[src/rtl/id_ex_reg.sv]
// -----------------------------------------------------------------------------
// id_ex_reg -- ID/EX pipeline register with stall, flush and a bubble counter.
//
// Captures the decoded instruction from the ID stage and presents it to the EX
// stage one cycle later. Per-edge priority is flush, then stall, then load.
// A "bubble" is an all-zero payload (ex_valid=0, ex_ex=ADD, controls off).
//
// Ports
//   clk, rst_n          clock, asynchronous active-low reset
//   stall               hold every ex_ output unchanged
//   flush               load a bubble (wins over stall)
//   cnt_clr             synchronous clear of bubble_cnt (wins over a bubble)
//   id_*                decoded fields from the ID stage
//   ex_*                registered copies of the id_ fields for the EX stage
//   bubble_cnt          saturating count of bubbles loaded into EX
// -----------------------------------------------------------------------------
module id_ex_reg #(
    parameter int XLEN = 32,
    parameter int CNTW = 16
) (
    input  logic            clk,
    input  logic            rst_n,
    input  logic            stall,
    input  logic            flush,
    input  logic            cnt_clr,
    input  logic            id_valid,
    input  logic [2:0]      id_ex,
    input  logic [XLEN-1:0] id_rs1_data,
    input  logic [XLEN-1:0] id_rs2_data,
    input  logic [XLEN-1:0] id_imm,
    input  logic [XLEN-1:0] id_pc,
    input  logic [4:0]      id_rs1,
    input  logic [4:0]      id_rs2,
    input  logic [4:0]      id_rd,
    input  logic            id_alu_src,
    input  logic            id_reg_write,
    input  logic            id_mem_read,
    input  logic            id_mem_write,
    input  logic            id_mem_to_reg,
    output logic            ex_valid,
    output logic [2:0]      ex_ex,
    output logic [XLEN-1:0] ex_rs1_data,
    output logic [XLEN-1:0] ex_rs2_data,
    output logic [XLEN-1:0] ex_imm,
    output logic [XLEN-1:0] ex_pc,
    output logic [4:0]      ex_rs1,
    output logic [4:0]      ex_rs2,
    output logic [4:0]      ex_rd,
    output logic            ex_alu_src,
    output logic            ex_reg_write,
    output logic            ex_mem_read,
    output logic            ex_mem_write,
    output logic            ex_mem_to_reg,
    output logic [CNTW-1:0] bubble_cnt
);

    // Whole stage payload as one packed struct so a bubble is simply '0.
    typedef struct packed {
        logic            valid;
        logic [2:0]      ex;
        logic [XLEN-1:0] rs1_data;
        logic [XLEN-1:0] rs2_data;
        logic [XLEN-1:0] imm;
        logic [XLEN-1:0] pc;
        logic [4:0]      rs1;
        logic [4:0]      rs2;
        logic [4:0]      rd;
        logic            alu_src;
        logic            reg_write;
        logic            mem_read;
        logic            mem_write;
        logic            mem_to_reg;
    } ex_stage_t;

    ex_stage_t id_stage;
    ex_stage_t ex_d;
    ex_stage_t ex_q;
    logic      mem_illegal;
    logic      bubble_event;

    assign mem_illegal  = id_mem_read & id_mem_write;
    // A held (stalled) cycle never counts, even if ID is empty.
    assign bubble_event = flush | (~stall & ~id_valid);

    always_comb begin
        // NOTE: every signal written here gets a value on every path first,
        // otherwise synthesis infers a latch to hold the old value.
        id_stage            = '0;
        id_stage.valid      = 1'b1;
        id_stage.ex         = id_ex;
        id_stage.rs1_data   = id_rs1_data;
        id_stage.rs2_data   = id_rs2_data;
        id_stage.imm        = id_imm;
        id_stage.pc         = id_pc;
        id_stage.rs1        = id_rs1;
        id_stage.rs2        = id_rs2;
        id_stage.rd         = id_rd;
        id_stage.alu_src    = id_alu_src;
        // x0 is hard-wired zero: never let a write to it reach writeback.
        id_stage.reg_write  = id_reg_write & (id_rd != 5'd0);
        // Read+write together is illegal: drop both memory strobes.
        id_stage.mem_read   = id_mem_read  & ~mem_illegal;
        id_stage.mem_write  = id_mem_write & ~mem_illegal;
        id_stage.mem_to_reg = id_mem_to_reg;

        ex_d = ex_q;
        if (flush) begin
            ex_d = '0;
        end else if (!stall) begin
            ex_d = id_valid ? id_stage : '0;
        end
    end

    always_ff @(posedge clk or negedge rst_n) begin
        if (!rst_n) begin
            ex_q <= '0;
        end else begin
            // NOTE: sequential state uses non-blocking assignment so every
            // register samples pre-edge values regardless of block order.
            ex_q <= ex_d;
        end
    end

    always_ff @(posedge clk or negedge rst_n) begin
        if (!rst_n) begin
            bubble_cnt <= '0;
        end else if (cnt_clr) begin
            bubble_cnt <= '0;
        end else if (bubble_event && (bubble_cnt != {CNTW{1'b1}})) begin
            bubble_cnt <= bubble_cnt + 1'b1;
        end
    end

    assign ex_valid      = ex_q.valid;
    assign ex_ex         = ex_q.ex;
    assign ex_rs1_data   = ex_q.rs1_data;
    assign ex_rs2_data   = ex_q.rs2_data;
    assign ex_imm        = ex_q.imm;
    assign ex_pc         = ex_q.pc;
    assign ex_rs1        = ex_q.rs1;
    assign ex_rs2        = ex_q.rs2;
    assign ex_rd         = ex_q.rd;
    assign ex_alu_src    = ex_q.alu_src;
    assign ex_reg_write  = ex_q.reg_write;
    assign ex_mem_read   = ex_q.mem_read;
    assign ex_mem_write  = ex_q.mem_write;
    assign ex_mem_to_reg = ex_q.mem_to_reg;

endmodule

[config.mk]
export PLATFORM = sky130hd
export DESIGN_NAME = id_ex_reg
export DESIGN_NICKNAME = d
export VERILOG_FILES = /design/src/rtl/id_ex_reg.sv
export SDC_FILE = /design/constraint.sdc
export NUM_CORES = 1
export LEC_CHECK = 0
export CAP_MARGIN = 10
export CORE_MARGIN = 2
export CORE_UTILIZATION = 40
export CTS_BUF_LIST = sky130_fd_sc_hd__clkbuf_4 sky130_fd_sc_hd__clkbuf_8 sky130_fd_sc_hd__clkbuf_16
export CTS_CLUSTER_SIZE = 16
export DETAILED_ROUTE_END_ITERATION = 8
export PLACE_DENSITY = 0.87
export REMOVE_ABC_BUFFERS = 1
export SYNTH_ARGS = -nofsm -noshare
export SYNTH_HDL_FRONTEND = slang
export SYNTH_SLANG_ARGS = --single-unit
[constraint.sdc]
create_clock -name clk -period 2.09 [get_ports clk]
set_clock_uncertainty 0.05 [all_clocks]
set_input_delay 0.3135 -clock clk [delete_from_list [all_inputs] [get_ports clk]]
set_output_delay 0.3135 -clock clk [all_outputs]
set_load 0.005 [all_outputs]
==> run metrics, run 1 <==
width of the die=130 um; DR iter-0 viols=270; largest net degree at the start of global routing=78; sequential fraction of the synthesis area=0.658; worst min-delay path class=in2async; Final ANT Viol Nets=0; routed length per instance=between 15 and 20 um; Sink Count=between 150 and 200; worst flop-to-flop path startpoint=bubble_cnt[0]; TritonCTS clock tree=built; status=completed; clk_lat worst skew=0.41 ns; Final Non-Filler Cells=between 1k and 1.5k; FMAX=~520 MHz; Clk pin slew, worst setup/hold paths=roughly 0.060 ns; Final Util=0.672; Initial Utilization=0.405; CTS buffer count=17; Yosys warning count=0; final net count=940; drt via density=5.29; P&R area growth vs syn=66.0%; RSZ-0062 raised after global routing=no; row count=46; Die Height=about 130 um; Relative slew margins=0.680; layout cells sized above 1=0.0907; reg2reg path depth=6; DRC viols=0; # setup viols final=0; io pins=between 300 and 400; pwr dens=approximately 720 nW/um^2; top post-synthesis cells by area=dfrtp_1 (66%), a22o_1 (20%), buf_2 (1.6%), mux2_1 (1.2%), clkbuf_1 (0.88%); clock buffer depth=2; min Tclk post-route=1.91 ns; fin. max-slew vios=0; area of the core=~16000 um^2; setup bufs post-CTS=0; post-route cell area=roughly 11000 um^2; CP Launch Type=flop; vias=between 5k and 6k; crit path from=bubble_cnt[0]; Unique masters post-synth=between 40 and 50; period utilization=0.913; placed instance count=978; WHS=between 0.3 and 0.4 ns; All-Layer GR Usage=0.226; crit-path max FO=6; RR Endpoint=bubble_cnt[3]; die footprint=about 17000 um^2; nature of the critical path endpoint=flop; worst setup path end=bubble_cnt[3]; flop-to-flop setup slack=roughly 0.18 ns; Buf+Inv Stages, Crit Path=2; Post-Syn Instances=453; CP Data Required Time=2.33 ns; top cell type's share of synthesized area=0.658; Mean Syn Cell Area=14.1 um^2; Max Cap Violations=0; cell taking the most area after synthesis=dfrtp_1; setup ws final=about 0.18 ns; PortBufs=324; wire length of the first global-routing pass=29300 um; Critical Path AT=2.15 ns; number of global-route vias before repair=5390; Final Wtd Congestion=~0.90; Max rail drop VDD=about 560 uV; CP Depth=6; Top delay family on crit path=simple AND/OR/NAND/NOR gates; Leakage=4.69 nW; WL final=between 15000 and 20000 um; crit-path cells=ha_1, inv_2, nor4_4, buf_4, a211oi_2, mux2_1; highest-delay cell along the critical path=nor4_4; remaining global-route overflow=0; placed cell areas=between 9000 and 10000 um^2; TNS Setup=0 ns; DRT Pass-1 Iters=4; worst slack, placed=roughly 0.012 ns; H-tree depth=4; DP Wirelength=between 10000 and 15000 um; Final Hold Vio Count=0; Synth Cell Area=6390 um^2; critical path class=reg2reg; clk root buf=clkbuf_16; initial antenna violation count=1; max incr delay on CP=0.42 ns; #FFs+latches synth=around 170; Overall Power=7.68 mW; worst-margin pin slew=0.480 ns
per-layer routing:
layer  wire length, um  track usage
met5                 0            0
met4               549       0.0876
met3              1500       0.0709
met2              9940        0.375
met1              7730        0.277
worst min-delay path by stage:
stage,start,depth (start not counted),end,slack [ns]
final,rst_n,2,ex_imm[20],0.37
after global routing,rst_n,2,ex_rs2_data[13],0.40
after CTS,rst_n,2,ex_pc[31],0.37
after detailed placement,rst_n,1,ex_rs2_data[13],0.24
after global placement,rst_n,1,ex_pc[31],0.24
after floorplan,rst_n,0,bubble_cnt[0],-0.03
synthesized netlist by cell type:
master / number
o21bai_4: 1
a211oi_2: 2
clkbuf_8: 1
nand2_2: 2
nor3b_1: 2
and3_1: 2
o31ai_1: 3
a32o_1: 3
nor4_1: 5
dfrtp_1: 168
and2_2: 1
o31a_1: 1
nor2_1: 12
buf_6: 2
a21oi_2: 1
nand2b_1: 2
mux2_4: 1
and2_0: 1
nand4_1: 4
nand3_2: 2
a21o_1: 1
nor3_1: 4
buf_2: 21
clkbuf_1: 15
nor4_4: 1
nand3_1: 2
nor2b_1: 8
ha_1: 1
nand2_1: 6
a41oi_1: 2
o21ba_2: 1
mux2_1: 7
a22o_1: 148
o21ai_0: 2
and4_1: 1
or4_1: 3
inv_2: 1
nor4b_1: 1
mux2i_1: 1
inv_1: 4
and4_2: 1
a211oi_1: 1
a21oi_1: 5
power by group:
group	switching, mW	internal, mW	leakage [nW]
clock	1.31	2.01	0.304
sequential	0.0710	3.37	2.30
combinational	0.336	0.580	2.09
total	1.72	5.95	4.69
cell families (layout without fill, tap and decap cells):
family / after synthesis / count (layout) / share of synthesized area
simple gates: 60 / 60 / 0.0566
fa+ha+maj: 1 / 1 / 0.00196
other cells: 0 / 1 / 0
compound gates: 171 / 171 / 0.233
mux: 9 / 9 / 0.0163
flops: 168 / 168 / 0.658
buf+inv: 44 / 385 / 0.0339
cell type report:
type / count / area, um^2
Antenna cell: 1 / 2.50
Inverter: 5 / 18.8
Clock inverter: 14 / 195
Sequential cell: 168 / 4200
Fill cell: 1176 / 5170
Timing Repair Buffer: 349 / 3510
Multi-Input combinational cell: 241 / 1980
Tap cell: 216 / 270
Clock buffer: 17 / 425
layout by cell type, fill, tap and decap left out, drive strengths merged, types with 2 or more instances in the layout:
| cell | synthesis | layout |
|---|---|---|
| inv | 5 | 9 |
| nor2b | 8 | 8 |
| clkdlybuf4s50 | 0 | 323 |
| a22o | 148 | 148 |
| dfrtp | 168 | 168 |
| a41oi | 2 | 2 |
| clkinv | 0 | 5 |
| nor2 | 12 | 12 |
| and3 | 2 | 2 |
| nand2 | 8 | 8 |
| and2 | 2 | 2 |
| nor3 | 4 | 4 |
| or4 | 3 | 3 |
| nor3b | 2 | 2 |
| o31ai | 3 | 3 |
| nor4 | 6 | 6 |
| buf | 23 | 25 |
| a32o | 3 | 3 |
| nand4 | 4 | 4 |
| mux2 | 8 | 8 |
| clkbuf | 16 | 17 |
| a211oi | 3 | 3 |
| nand3 | 4 | 4 |
| o21ai | 2 | 2 |
| and4 | 2 | 2 |
| a21oi | 6 | 6 |
| bufinv | 0 | 4 |
| nand2b | 2 | 2 |
timing repair:
item	CTS	global route
hold endpoints to repair	42	0
hold buffers	1	0
resized for setup	0	0
Power figures use the tool's default switching activity.
==> run 2: changes to the inputs <==
--- a/config.mk
+++ b/config.mk
@@ -13,6 +13,7 @@
 export DETAILED_ROUTE_END_ITERATION = 8
 export PLACE_DENSITY = 0.87
 export REMOVE_ABC_BUFFERS = 1
+export SETUP_SLACK_MARGIN = 0.4
 export SYNTH_ARGS = -nofsm -noshare
 export SYNTH_HDL_FRONTEND = slang
 export SYNTH_SLANG_ARGS = --single-unit
==> run metrics, run 2 (synthesis gave the netlist of run 1 again) <==
Final Hold Vio Count=0 (unchanged); Clk pin slew, worst setup/hold paths=0.07 ns (was 0.06 ns); Fillers=1089 (was 1176); CP Launch Type=flop (unchanged); CP Data Required Time=2.33 ns (about the same); min Tclk post-route=1.81 ns (was 1.91 ns); Sink Count=168 (unchanged); number of global-route vias before repair=5548 (was 5390); nature of the critical path endpoint=flop (unchanged); clk root buf=clkbuf_16 (unchanged); Die Height=130 um (unchanged); TritonCTS clock tree=built (unchanged); # setup viols final=0 (unchanged); worst min-delay path class=in2async (unchanged); Crit path top cell by count=buf_4; CTS buffer count=17 (unchanged); Final Non-Filler Cells=1047 (was 1011); critical path class=reg2reg (unchanged); Critical Path AT=2.05 ns (was 2.15 ns); io pins=325 (unchanged); final net count=976 (was 940); Relative slew margins=0.680 (about the same); clock buffer depth=2 (unchanged); FMAX=552 MHz (was 524 MHz); worst-margin pin slew=0.480 ns (about the same); Buf+Inv Stages, Crit Path=4 (was 2); WHS=0.369 ns (was 0.374 ns); DP Wirelength=14200 um (unchanged); All-Layer GR Usage=0.231 (was 0.226); period utilization=0.867 (was 0.913); drt via density=5.31 (was 5.29); Final Util=0.706 (was 0.672); row count=46 (unchanged); Final ANT Viol Nets=0 (unchanged); Top delay family on crit path=buffers and inverters (was simple AND/OR/NAND/NOR gates); worst flop-to-flop path startpoint=bubble_cnt[0] (unchanged); crit-path cells=buf_6, ha_4, inv_4, nor4_4, buf_4, buf_4, a21oi_1, mux2_1 (was ha_1, inv_2, nor4_4, buf_4, a211oi_2, mux2_1); most frequent cells in the layout=clkdlybuf4s50_1 (222), dfrtp_1 (167), a22o_1 (148) (was clkdlybuf4s50_1 (323), dfrtp_1 (168), a22o_1 (148)); crit-path max FO=3 (was 6); TNS Setup=0 ns (unchanged); Max rail drop VDD=557 uV (about the same); Max Cap Violations=0 (unchanged); PortBufs=324 (unchanged); highest-delay cell along the critical path=dfrtp_1 (was nor4_4); fin. max-slew vios=0 (unchanged); area of the core=15800 um^2 (unchanged); DRC viols=0 (unchanged); status=completed (unchanged); WL final=21300 um (was 19700 um); H-tree depth=4 (unchanged); Final Wtd Congestion=0.896 (unchanged); initial antenna violation count=1 (unchanged); P&R area growth vs syn=74.2% (was 66.0%); die footprint=17000 um^2 (unchanged); DR iter-0 viols=316 (was 270); commonest non-fill, non-tap cell in the layout=clkdlybuf4s50_1 (unchanged); width of the die=130 um (unchanged); crit path from=bubble_cnt[0] (unchanged); Initial Utilization=0.405 (unchanged); max incr delay on CP=0.39 ns (was 0.42 ns); placed instance count=978 (unchanged); RSZ-0062 raised after global routing=yes (was no); Leakage=6.10 nW (was 4.69 nW); DRT Pass-1 Iters=4 (unchanged); pwr dens=691 nW/um^2 (was 724 nW/um^2); largest net degree at the start of global routing=78 (unchanged); vias=5561 (was 5345); layout cells sized above 1=0.153 (was 0.0907); clk_lat worst skew=0.41 ns (about the same); routed length per instance=20.3 um (was 19.5 um); wire length of the first global-routing pass=30000 um (was 29300 um); remaining global-route overflow=0 (unchanged)
-- run 2: cell types whose count changed in the layout (fill, tap and decap cells not counted), sizes merged --
cell           before  now
dlygate4sd2         0   42
buf                25   61
dlymetal6s2s        0   59
clkdlybuf4s50     323  222
-- run 2: routing by layer --
layer / up-vias / wire length [um] / GRT usage
met4: 0 / 595 / 0.0914
met2: 243 / 11000 / 0.389
met1: 2803 / 8080 / 0.278
met3: 47 / 1560 / 0.0746
met5: - / 0 / 0
li1: 2468 / - / -
-- run 2: through the flow --
step | power [mW] | setup WS (ns) | instance area, um^2
6_report | 7.69 | 0.277 | 11100
5_1_grt | 7.95 | 0.260 | 11100
4_1_cts | 7.74 | 0.279 | 10700
3_5_place_dp | 4.41 | 0.0122 | 9970
2_1_floorplan | 3.71 | -7.33 | 6190
3_3_place_gp | 4.39 | 0.0644 | 9970
-- run 2: final cells by class --
class / instances / area (um^2) / share of cell area
multi-input combinational: 241 / 2110 / 0.189
antenna: 1 / 2.50 / 0.000225
timing repair buffer: 385 / 3900 / 0.351
inverter: 5 / 21.3 / 0.00191
tap: 216 / 270 / 0.0243
clock inverter: 14 / 195 / 0.0175
clock buffer: 17 / 425 / 0.0382
sequential: 168 / 4210 / 0.378
-- run 2: report_power, final --
| part | switching [mW] | internal, mW | leakage [nW] | total (mW) |
|---|---|---|---|---|
| Sequential | 0.0711 | 3.37 | 2.29 | 3.44 |
| Clock | 1.32 | 2.01 | 0.304 | 3.33 |
| Combinational | 0.352 | 0.574 | 3.50 | 0.927 |
-- run 2: worst paths after layout --
| check | endpoint | slack (ns) | cells after the start |
|---|---|---|---|
| max in group asynchronous | ex_pc[9] | 1.00 | 3 |
| max reg2reg | bubble_cnt[5] | 0.28 | 8 |
| min | ex_rs1_data[21] | 0.37 | 2 |
| min in group clk | ex_valid | 0.43 | 1 |
| max | bubble_cnt[5] | 0.28 | 8 |
| min reg2reg | ex_valid | 0.43 | 1 |
-- run 2: timing repair --
action,CTS,global route
setup endpoints to repair,58,83
pin swaps,9,8
buffers inserted,15,21
hold endpoints to repair,42,0
hold buffers,1,0
resized for setup,60,77
==> run 3: changes to the inputs <==
--- a/config.mk
+++ b/config.mk
@@ -8,7 +8,6 @@
 export CAP_MARGIN = 10
 export CORE_MARGIN = 2
 export CORE_UTILIZATION = 40
-export CTS_BUF_LIST = sky130_fd_sc_hd__clkbuf_4 sky130_fd_sc_hd__clkbuf_8 sky130_fd_sc_hd__clkbuf_16
 export CTS_CLUSTER_SIZE = 16
 export DETAILED_ROUTE_END_ITERATION = 8
 export PLACE_DENSITY = 0.87
==> results of run 3 <==
The final DEF is identical to that of run 2; final timing and power are the same.
